<file path="src/rtl/header_buffer_ctrl.sv">
// header_buffer_ctrl: pointer, occupancy and sequencing logic for a circular header block RAM
// Writes arrive one fixed-length frame at a time on port A. Frames are read out oldest-first on port B.
// Ports:
//   clock, global_reset             : rising-edge clock, asynchronous active-high reset
//   wr_start, wr_en, wr_data        : frame start pulse, word strobe and word from the header builder
//   rd_start                        : request readout of the oldest committed frame
//   rd_busy, rd_valid, rd_last      : readout in progress, word valid, final word of frame
//   rd_data                         : readout word (RAM port B data aligned to rd_valid)
//   ram_wea, ram_adra, ram_dataa    : RAM port A write strobe, address, data
//   ram_enb, ram_adrb, ram_datab    : RAM port B read enable, address, data (one-clock latency)
//   nframes, buf_full, buf_empty    : committed unclaimed frames, no room for a frame, nothing pending
//   wr_overflow, seq_err            : sticky refused-frame and protocol-violation flags
module header_buffer_ctrl #(
    parameter int RAM_WIDTH = 18,
    parameter int RAM_ADRB  = 11,
    parameter int HDR_WORDS = 42
) (
    input  logic                 clock,
    input  logic                 global_reset,
    input  logic                 wr_start,
    input  logic                 wr_en,
    input  logic [RAM_WIDTH-1:0] wr_data,
    input  logic                 rd_start,
    output logic                 rd_busy,
    output logic                 rd_valid,
    output logic                 rd_last,
    output logic [RAM_WIDTH-1:0] rd_data,
    output logic                 ram_wea,
    output logic [RAM_ADRB-1:0]  ram_adra,
    output logic [RAM_WIDTH-1:0] ram_dataa,
    output logic                 ram_enb,
    output logic [RAM_ADRB-1:0]  ram_adrb,
    input  logic [RAM_WIDTH-1:0] ram_datab,
    output logic [RAM_ADRB-1:0]  nframes,
    output logic                 buf_full,
    output logic                 buf_empty,
    output logic                 wr_overflow,
    output logic                 seq_err
);

    localparam logic [RAM_ADRB:0]   DEPTH = (RAM_ADRB+1)'(2**RAM_ADRB);
    localparam logic [RAM_ADRB:0]   HDR   = (RAM_ADRB+1)'(HDR_WORDS);
    localparam logic [RAM_ADRB-1:0] LASTW = RAM_ADRB'(HDR_WORDS-1);

    typedef enum logic {W_IDLE, W_FILL} wstate_t;
    typedef enum logic [1:0] {R_IDLE, R_READ, R_DRAIN} rstate_t;

    wstate_t               w_state, w_next;
    rstate_t               r_state, r_next;
    logic [RAM_ADRB-1:0]   wr_ptr, wr_cnt, rd_ptr, rd_cnt;
    logic [RAM_ADRB:0]     used_words;
    logic                  refused;
    logic                  accept, refuse, commit, seq_hit;
    logic                  claim, release_sp, rd_end;

    // Write side: space for a whole frame is reserved when the frame is accepted.
    always_comb begin
        ram_wea = (w_state == W_FILL) && wr_en;
        accept  = (w_state == W_IDLE) && wr_start && !buf_full;
        refuse  = (w_state == W_IDLE) && wr_start && buf_full;
        commit  = ram_wea && (wr_cnt == LASTW);
        // After a refusal the orphaned frame's words are silently dropped.
        seq_hit = ((w_state == W_FILL) && wr_start) ||
                  ((w_state == W_IDLE) && wr_en && !wr_start && !refused);
        w_next  = accept ? W_FILL : commit ? W_IDLE : w_state;
    end

    // Read side: words stay reserved until the last address has been issued.
    always_comb begin
        claim      = (r_state == R_IDLE) && rd_start && (nframes != '0);
        ram_enb    = (r_state == R_READ);
        rd_end     = ram_enb && (rd_cnt == LASTW);
        release_sp = (r_state == R_DRAIN);
        r_next     = claim ? R_READ : rd_end ? R_DRAIN : release_sp ? R_IDLE : r_state;
    end

    always_ff @(posedge clock or posedge global_reset) begin
        if (global_reset) begin
            w_state <= W_IDLE;
            r_state <= R_IDLE;
        end else begin
            w_state <= w_next;
            r_state <= r_next;
        end
    end

    always_ff @(posedge clock or posedge global_reset) begin
        if (global_reset) begin
            wr_ptr      <= '0;
            wr_cnt      <= '0;
            refused     <= 1'b0;
            wr_overflow <= 1'b0;
            seq_err     <= 1'b0;
        end else begin
            wr_ptr      <= ram_wea ? wr_ptr + 1'b1 : wr_ptr;
            wr_cnt      <= accept ? '0 : ram_wea ? wr_cnt + 1'b1 : wr_cnt;
            refused     <= refuse ? 1'b1 : accept ? 1'b0 : refused;
            wr_overflow <= wr_overflow | refuse;
            seq_err     <= seq_err | seq_hit;
        end
    end

    always_ff @(posedge clock or posedge global_reset) begin
        if (global_reset) begin
            rd_ptr   <= '0;
            rd_cnt   <= '0;
            rd_valid <= 1'b0;
            rd_last  <= 1'b0;
        end else begin
            rd_ptr   <= ram_enb ? rd_ptr + 1'b1 : rd_ptr;
            rd_cnt   <= claim ? '0 : ram_enb ? rd_cnt + 1'b1 : rd_cnt;
            rd_valid <= ram_enb;
            rd_last  <= rd_end;
        end
    end

    // Reserve and release in the same cycle cancel; so do commit and claim.
    always_ff @(posedge clock or posedge global_reset) begin
        if (global_reset) begin
            used_words <= '0;
            nframes    <= '0;
        end else begin
            used_words <= used_words + (accept ? HDR : '0) - (release_sp ? HDR : '0);
            nframes    <= nframes + RAM_ADRB'(commit) - RAM_ADRB'(claim);
        end
    end

    assign ram_adra  = wr_ptr;
    assign ram_dataa = ram_wea ? wr_data : '0;
    assign ram_adrb  = rd_ptr;
    assign rd_data   = rd_valid ? ram_datab : '0;
    assign rd_busy   = (r_state != R_IDLE);
    assign buf_full  = (DEPTH - used_words) < HDR;
    assign buf_empty = (nframes == '0) && !rd_busy;

endmodule

</file>
<file path="config.mk">
export PLATFORM = sky130hd
export DESIGN_NAME = header_buffer_ctrl
export DESIGN_NICKNAME = d
export VERILOG_FILES = /design/src/rtl/header_buffer_ctrl.sv
export SDC_FILE = /design/constraint.sdc
export NUM_CORES = 1
export LEC_CHECK = 0
export BUFFER_PORTS_ARGS = -buffer_cell sky130_fd_sc_hd__buf_4
export CAP_MARGIN = 25
export CORE_ASPECT_RATIO = 1.2
export CORE_MARGIN = 2
export CORE_UTILIZATION = 53
export CTS_CLUSTER_SIZE = 30
export DETAILED_ROUTE_END_ITERATION = 6
export GPL_ROUTABILITY_DRIVEN = 0
export PLACE_DENSITY = 0.84
export SLEW_MARGIN = 10
export SYNTH_ARGS = -nofsm -noshare
export SYNTH_HDL_FRONTEND = slang
export SYNTH_SLANG_ARGS = --single-unit
export TNS_END_PERCENT = 10
</file>
<file path="constraint.sdc">
create_clock -name clock -period 5.4 [get_ports clock]
set_input_delay 0.27 -clock clock [delete_from_list [all_inputs] [get_ports clock]]
set_output_delay 0.27 -clock clock [all_outputs]
set_load 0.05 [all_outputs]
</file>
==> flow_summary.toml <==
[status]
status = "complete, no violations"

[power_and_ir_drop]
p_int_uw = 1870
p_sw_uw = 1910
total_power_uw = 3780
combPwrFrac_pct = 62.2
p_leak_uw = 0.00285
seqPwrFrac_pct = 27.5
power.share.clock_pct = 10.2
swShare_pct = 50.5
p_per_area_nw_per_um2 = 667
irDropWorstVdd_v = 0.000503

[timing]
setup_ws_ps = 788
slew_headroom_pct = 57.1
finalSetupViolations = 0
slew_violations = 0
period_minus_slack_ps = 4610
worst_slew_pin_slew_ps = 642
fmax_mhz = 217
rsz0062_at_grt = "false"
fin_crit_sh_pct = 85.4
finClkSkew_ps = 8.50
hold_violations = 0
tns_ps = 0

[yosys]
yosys-top-cells-count = "dfrtp_1, nor2_1, inv_1"
synth_top_area_share_pct = 41.4
synth_area_um2 = 4470
synth_area_leaders = "dfrtp_1, ha_1, xnor2_1"
yosys_warnings = 0
yosysSeqAreaShare_pct = 41.4
netlist_instances = 463
synth_edf_count = 0
ys.flop_type = "dfrtp_1"
synth_nets = 545
synth.avg_cell_area_um2 = 9.65
synthArstFlopShare_pct = 100
ys_ff_latch = 74
yosysUniqueCellTypes = 45
yosysTopAreaCell = "dfrtp_1"
synth.most_common_cell = "dfrtp_1"

[critical_path]
cp-end-kind = "flip-flop"
path_max_fanout = 15
worstPathRequired_ps = 5620
slowest_stage = "fa_1"
crit_chain = "inv_1, ha_1, nand2_1, a32o_1, a31oi_1, nor4_4, nor2_2, fa_1, fa_1, a21o_1, a21oi_1, nor2b_1, a221o_1, nor4_1, a211oi_1"
cp-start-kind = "flip-flop"
critPathKind = "reg -> reg"
slowest_delay_ps = 600
cp.arrival_ps = 4830
crit_top_cell = "fa_1"

[placed_design]
portBuffers = 118
hpwl_mm = 8.02
dp_slack_ps = 843

[clock_tree]
clock_latency_ps = 350
numCtsBuffers = 9
clockBufferDepth = 2
cts-resized-gates = 0
htreeDepth = 3
cts.sinks = 74
tritoncts = "yes"
root_buffer = "clkbuf_8"
clkTransAtPathRegs_ps = 80

[die]
die_w_um = 87.8
start_util_pct = 54.8
core_area_um2 = 8150
die_h_um = 105
ioPinCount = 119
num_rows = 36
dieArea_um2 = 9190

[cells_and_area]
drive_gt1_share_pct = 23.8
regArea_um2 = 1850
multi_input_area_um2 = 2420
nFillCells = 632
diodes = 0
syn_to_final_growth_pct = 26.7
finish.net_count = 666

[flow_run]
max_cap_viol_count = 0

[drt]
drt-total-wl_mm = 10.7
wl_per_cell_um = 15.2
drc = 0
via_per_inst = 5.34
detail-route-antenna-nets = 0
dr.pass1.iters = 4
drt_iter0_drc = 276
vias = 3752

[grt]
antenna_found_initial = 0
grt_usage_pct = 23.6
grt-ovfl-total = 0
grt_pass1_wl_mm = 17.2
grt_max_degree = 75
grt_pass1_vias = 3765

[min_path]
hold_class = "in -> reg"
==> per-layer routing <==
metal,track usage [%],vias to the layer above,routed length [um]
met1,26.7,1810,4230
met4,7.47,0,178
met3,4.58,21,593
met2,43.3,114,5680
met5,0,-,0
li1,-,1807,-
==> registers in the layout, summed over array words and instances, names as in the netlist <==
register     flops
nframes         11
used_words      11
wr_cnt          11
w_state          1
refused          1
rd_last          1
wr_overflow      1
r_state          2
ram_adra        11
seq_err          1
rd_cnt          11
ram_adrb        11
rd_valid         1
==> what timing repair did <==
| item | in CTS | in global routing |
|---|---|---|
| setup buffers | 0 | 0 |
| endpoints found under the hold margin | 0 | 11 |
| endpoints found under the setup margin | 0 | 0 |
| hold buffers | 0 | 1 |
==> worst paths after layout <==
kind | from | to | slack (ps) | cells past startpoint
max | used_words[2]$_DFF_PP0_ | used_words[11]$_DFF_PP0_ | 790 | 15
min | wr_start | seq_err$_DFF_PP0_ | 110 | 2
max reg2reg | used_words[2]$_DFF_PP0_ | used_words[11]$_DFF_PP0_ | 790 | 15
min reg2reg | refused$_DFFE_PP0P_ | seq_err$_DFF_PP0_ | 450 | 1
max in group asynchronous | global_reset | used_words[8]$_DFF_PP0_ | 4370 | 5
min in group asynchronous | global_reset | nframes[9]$_DFF_PP0_ | 480 | 4
==> worst max-delay path, delay by kind of cell, from the launching register on <==
kind / cells / cell delay (ps)
AOI/OAI and AO/OA: 6 / 1430
buffers and inverters: 1 / 180
adders and majority gates: 3 / 1400
and+or+nand+nor: 5 / 1050
DFF: 1 / 420
==> cells in the final DEF (no fill, tap or decap), drive strengths merged, types with 2 or more instances in the layout <==
cell type and count:
nand4 9, o21ai 8, nor2 45, dfrtp 74
nand2 29, clkinvlp 2, xor2 25, nand2b 8
and3 27, nor4 5, xnor2 35, o21bai 3
a211oi 5, nand3 20, a21o 9, nor4b 2
fa 5, nand3b 3, a21oi 15, or4 2
ha 36, clkbuf 11, inv 40, o22ai 3
nor2b 3, and2 19, clkinv 2, buf 120
nor3 7
==> cells by family (layout without fill, tap and decap cells) <==
kind of cell,after synthesis,after routing,synth area share [%]
simple gates,181,181,21.6
xor+xnor,60,60,11.8
buf+inv,51,176,4.48
flops,74,74,41.4
mux,1,1,0.252
fa+ha+maj,41,41,12.3
compound gates,55,55,8.20
==> layout make-up <==
type                            instances  share of cell area [%]
Clock inverter                          4                   0.508
Clock buffer                           11                    2.50
Timing Repair Buffer                  121                    16.4
Inverter                               40                    2.65
Sequential cell                        74                    32.7
Tap cell                              114                    2.52
Multi-Input combinational cell        338                    42.7
==> power by group through the flow <==
stage	logic, uW	registers [uW]	clock network [uW]
2_1_floorplan	1460	1320	0
3_3_place_gp	2230	1030	0
3_5_place_dp	2330	1040	0
4_1_cts	2350	1040	394
5_1_grt	2580	1080	417
6_report	2350	1040	385
==> metrics by stage <==
stage,instances,hold slack [ps],area [um^2],util (%)
2_1_floorplan,463,367,4470,-
3_3_place_gp,685,428,5460,66.9
3_5_place_dp,685,437,5460,66.9
4_1_cts,700,97.4,5630,69.0
5_1_grt,702,103,5660,69.5
6_report,702,106,5660,69.5
Note: power is estimated with default switching activity, not from simulation.
